[src/rtl/encrypt_v1_pkg.sv]
// encrypt_v1_pkg: shared widths, FSM state type and PRESENT primitives
// (4-bit S-box and 64-bit pLayer) for the encrypt_v1 PRESENT-80 core.
// No ports; imported by encrypt_v1 and encrypt_v1_round.
package encrypt_v1_pkg;

  localparam int N_K = 80;  // cipher key width
  localparam int N_B = 64;  // block width
  localparam int N_R = 31;  // number of full rounds

  typedef enum logic [1:0] {
    S_IDLE = 2'd0,
    S_RUN  = 2'd1,
    S_DONE = 2'd2
  } state_e;

  localparam logic [3:0] SBOX [16] = '{
    4'hC, 4'h5, 4'h6, 4'hB, 4'h9, 4'h0, 4'hA, 4'hD,
    4'h3, 4'hE, 4'hF, 4'h8, 4'h4, 4'h7, 4'h1, 4'h2
  };

  function automatic logic [3:0] sbox4(input logic [3:0] x);
    return SBOX[x];
  endfunction

  // Bit j goes to (16*j) mod 63; bit 63 is a fixed point.
  function automatic logic [N_B-1:0] player(input logic [N_B-1:0] x);
    logic [N_B-1:0] y;
    y = '0;
    for (int j = 0; j < 63; j++) begin
      y[6'((16 * j) % 63)] = x[6'(j)];
    end
    y[63] = x[63];
    return y;
  endfunction

endpackage

[src/rtl/encrypt_v1_round.sv]
// encrypt_v1_round: one combinational PRESENT-80 round.
// Ports:
//   st_i  [63:0] current state      st_o [63:0] state after key-add, S-box, pLayer
//   kr_i  [79:0] current key reg    kr_o [79:0] key register after update
//   rnd_i [4:0]  round index i (1..31), XORed into key bits [19:15]
module encrypt_v1_round
  import encrypt_v1_pkg::*;
(
  input  logic [N_B-1:0] st_i,
  input  logic [N_K-1:0] kr_i,
  input  logic [4:0]     rnd_i,
  output logic [N_B-1:0] st_o,
  output logic [N_K-1:0] kr_o
);

  logic [N_B-1:0] t;
  logic [N_B-1:0] s;
  logic [N_K-1:0] rot;

  always_comb begin
    t = st_i ^ kr_i[79:16];
    s = '0;
    for (int n = 0; n < 16; n++) begin
      s[6'(4 * n) +: 4] = sbox4(t[6'(4 * n) +: 4]);
    end
    st_o = player(s);

    // Rotate left by 61 is the same as rotate right by 19 on 80 bits.
    rot = {kr_i[18:0], kr_i[79:19]};
    kr_o = rot;
    kr_o[79:76] = sbox4(rot[79:76]);
    kr_o[19:15] = rot[19:15] ^ rnd_i;
  end

endmodule

[src/rtl/encrypt_v1.sv]
// encrypt_v1: iterative PRESENT-80 encryption, one round per clock,
// four-phase req/ack handshake. Ciphertext valid 31 cycles after the start edge.
// Ports:
//   clk, rst (sync, active-high)
//   req  in  : start request, held until ack
//   ack  out : result valid, held until req falls
//   k    in  [79:0] key, m in [63:0] plaintext (sampled on the start edge only)
//   c    out [63:0] registered ciphertext
//   rk   out [79:0] key register (K32 in DONE); only when ENCRYPT_V1_RK_OUT_EN is defined
module encrypt_v1
  import encrypt_v1_pkg::*;
(
  input  logic           clk,
  input  logic           rst,
  input  logic           req,
  output logic           ack,
  input  logic [N_K-1:0] k,
  input  logic [N_B-1:0] m,
  output logic [N_B-1:0] c
`ifdef ENCRYPT_V1_RK_OUT_EN
  ,
  output logic [N_K-1:0] rk
`endif
);

  state_e         state_q, state_d;
  logic [N_B-1:0] st_q, st_d;
  logic [N_K-1:0] kr_q, kr_d;
  logic [4:0]     rnd_q, rnd_d;
  logic [N_B-1:0] c_q, c_d;
  logic           ack_q, ack_d;

  logic [N_B-1:0] st_nxt;
  logic [N_K-1:0] kr_nxt;

  encrypt_v1_round u_round (
    .st_i  (st_q),
    .kr_i  (kr_q),
    .rnd_i (rnd_q),
    .st_o  (st_nxt),
    .kr_o  (kr_nxt)
  );

  always_comb begin
    state_d = state_q;
    st_d    = st_q;
    kr_d    = kr_q;
    rnd_d   = rnd_q;
    c_d     = c_q;
    ack_d   = ack_q;
    case (state_q)
      S_IDLE: begin
        if (req) begin
          st_d    = m;
          kr_d    = k;
          rnd_d   = 5'd1;
          state_d = S_RUN;
        end
      end
      S_RUN: begin
        st_d  = st_nxt;
        kr_d  = kr_nxt;
        rnd_d = rnd_q + 5'd1;
        // Last round: fold in the final whitening key K32 on the same edge.
        if (rnd_q == 5'(N_R)) begin
          c_d     = st_nxt ^ kr_nxt[79:16];
          ack_d   = 1'b1;
          state_d = S_DONE;
        end
      end
      S_DONE: begin
        if (!req) begin
          ack_d   = 1'b0;
          state_d = S_IDLE;
        end
      end
      default: state_d = S_IDLE;
    endcase
  end

  always_ff @(posedge clk) begin
    if (rst) begin
      state_q <= S_IDLE;
      st_q    <= '0;
      kr_q    <= '0;
      rnd_q   <= '0;
      c_q     <= '0;
      ack_q   <= 1'b0;
    end else begin
      state_q <= state_d;
      st_q    <= st_d;
      kr_q    <= kr_d;
      rnd_q   <= rnd_d;
      c_q     <= c_d;
      ack_q   <= ack_d;
    end
  end

  assign c   = c_q;
  assign ack = ack_q;
`ifdef ENCRYPT_V1_RK_OUT_EN
  assign rk  = kr_q;
`endif

endmodule

[config.mk]
export PLATFORM = sky130hd
export DESIGN_NAME = encrypt_v1
export DESIGN_NICKNAME = d
export VERILOG_FILES = /design/src/rtl/encrypt_v1_pkg.sv /design/src/rtl/encrypt_v1_round.sv /design/src/rtl/encrypt_v1.sv
export SDC_FILE = /design/constraint.sdc
export NUM_CORES = 1
export LEC_CHECK = 0
export CORE_ASPECT_RATIO = 2
export CORE_MARGIN = 2
export CORE_UTILIZATION = 35
export DETAILED_ROUTE_END_ITERATION = 16
export GPL_TIMING_DRIVEN = 0
export PLACE_DENSITY = 0.54
export SLEW_MARGIN = 0
export SYNTH_ARGS = -nofsm -noshare
export SYNTH_HDL_FRONTEND = slang
export SYNTH_HIERARCHICAL = 1
export SYNTH_SLANG_ARGS = --single-unit
[constraint.sdc]
create_clock -name clk -period 2.8 [get_ports clk]
set_input_delay 0.28 -clock clk [delete_from_list [all_inputs] [get_ports clk]]
set_output_delay 0.28 -clock clk [all_outputs]
set_load 0.1 [all_outputs]
==> metrics.txt <==
Setup Crit Path Kind reg -> reg; Die H 252.5 um; Worst EP required 3.17 ns; Critical Path End c[16]; Clock transition at path regs 0.07 ns; wire per inst 20.01 um; Critical R2R Capture c[16]; total core area 30630 sq um; I/O Buffers 177; post-cts resize count 0; Max-Cap Viols 0; Initial Util 35.28%; Clock Tree Root clkbuf_16; setup slack, reg-to-reg 0.39 ns; sequential share of power 40.1%; DP HPWL 29670 um; final WL 36730 um; first-pass GRT wire length 54940 um; Crit. Startpoint kr_q[16]; RSZ-0062 raised after global routing no; Slew Limit Headroom 28.81%; global placement routability congestion 0.9051; IO Pins 212; Crit path arrival time 2.78 ns; Die W 128.3 um; Num CTS Buffers 17; Peak VDD IR 0.4324 mV; power share of the clock group 32.4%; CP cell instances xor2_2 > xnor2_1 > nor2_1 > a311oi_1 > xnor2_1 > a211oi_1; initial antenna violation count 0; routed vias 9074; Critical Path Slowest Stage Cell a311oi_1; Crit path top cell by count xnor2_1; drt initial violations 451; total power 7323 uW; outcome completed; row count 91; Int Pwr 4957 uW; CP max stage delay 0.86 ns; Pre-antenna DRT Iters 5; P per Cell Area 531.7 nW/um^2; clk buf depth 2; critical path depth in cells 6; Clock Latency Late Sink 0.45 ns; syn_area_per_cell 8.946 sq um; ANT nets after route 0; cell family with most CP delay compound AO/OA/AOI/OAI gates; Area Overhead vs Synth 27.45%; Slew @ Worst Pin 1.061 ns; CTS tree yes; Setup TNS Final 0 ns; final setup fails 0; gr usage total 22.84%; Yosys Warn Count 6; CTS Sinks 184; Pleak 0.005342 uW; Gate Count Post-Synth 1208; min cycle time layout 2.413 ns; diode count 0; post-CTS setup buffer count 0; Fin. Hold Viols 0; Slew Limit Fails 0; Final Net Count 1616; Sw Ratio 32.30%; Final Cycle Share 86.17%; fill count 3064; largest net degree at the start of global routing 17; net switching power 2365 uW; Max Fclk 414.4 MHz; Netlist Area Pre-Place 10810 sq um; Worst setup SP type flip-flop; cts-stage hold buffer count 0; reg-to-reg startpoint kr_q[16]; fraction of layout cells with a size suffix above 1 20.22%; die area 32380 sq um; CP Max Fanout 7; commonest non-fill, non-tap cell in the layout nor2_1; via density per instance 4.942; hold depth 3; depth of the CTS H-tree 4; crit end category flip-flop; grt ovf 0; most frequent cells in the layout 296 x nor2_1, 184 x dfxtp_1, 177 x clkdlybuf4s50_1, 122 x buf_4, 98 x a211oi_1; HP Class in -> reg; number of global-route vias before repair 9367; Worst R2R Path Depth 6; CP Buf/Inv Count 0; clock skew 0.007590 ns; # DRC 0; combinational fraction of design power 27.6%
-- per-stage QoR --
| stage | hold slack, ns | cells | worst slack (ns) | cell area [sq um] | util, % |
|---|---|---|---|---|---|
| floorplan | 0.4749 | 1255 | 0.9608 | 10980 | - |
| global placement | 0.4850 | 1804 | 0.5044 | 13220 | 43.16 |
| detailed placement | 0.4899 | 1804 | 0.4815 | 13220 | 43.16 |
| CTS | 0.3750 | 1836 | 0.4631 | 13770 | 44.97 |
| global route | 0.3984 | 1836 | 0.3187 | 13770 | 44.97 |
| finish | 0.3830 | 1836 | 0.3872 | 13770 | 44.97 |
-- how the worst min path moves through the flow --
stage / end / startpoint
after CTS: c[63] / rst
after detailed placement: c[51] / c[51]
after global placement: kr_q[17] / kr_q[17]
final: c[63] / rst
after floorplan: kr_q[17] / kr_q[17]
after global routing: kr_q[79] / rst
-- sequential cells by signal, indices dropped and copies added (netlist names) --
signal and flops:
state_q 2, kr_q 80, c 64, st_q 32
ack 1, rnd_q 5
-- final cells by class --
class / instances / area (sq um) / share of cell area [%]
plain buffers: 227 / 1436 / 10.43
clock buffers: 17 / 425.4 / 3.089
clock inverters: 15 / 127.6 / 0.9266
inverters: 16 / 60.06 / 0.4360
multi-input cells: 828 / 5803 / 42.13
flip-flops and latches: 184 / 3684 / 26.74
well taps: 372 / 465.4 / 3.379
repair buffers: 177 / 1772 / 12.86
-- routing by layer --
layer,GRT usage [%],routed length [um],up-vias,part of all wire (%)
met1,26.25,15110,4248,41
met5,0,0,-,0
met3,3.895,1487,61,4.0
met2,40.14,18300,252,50
met4,11.62,1830,0,5.0
li1,-,-,4513,-
-- power by group through the flow --
| stage | Clock, uW | Combinational [uW] | Sequential (uW) |
|---|---|---|---|
| finish | 2370 | 2020 | 2930 |
| global route | 2500 | 2170 | 2950 |
| CTS | 2410 | 2010 | 2930 |
| detailed placement | 0 | 2000 | 2990 |
| global placement | 0 | 1960 | 2990 |
| floorplan | 0 | 1410 | 2930 |
-- worst reg2reg max path, cell delays in order, from the launching register on --
cell	delay, ns
dfxtp_1	0.51
xor2_2	0.28
xnor2_1	0.15
nor2_1	0.06
a311oi_1	0.86
xnor2_1	0.19
a211oi_1	0.27
(Power assumes the default switching activity.)
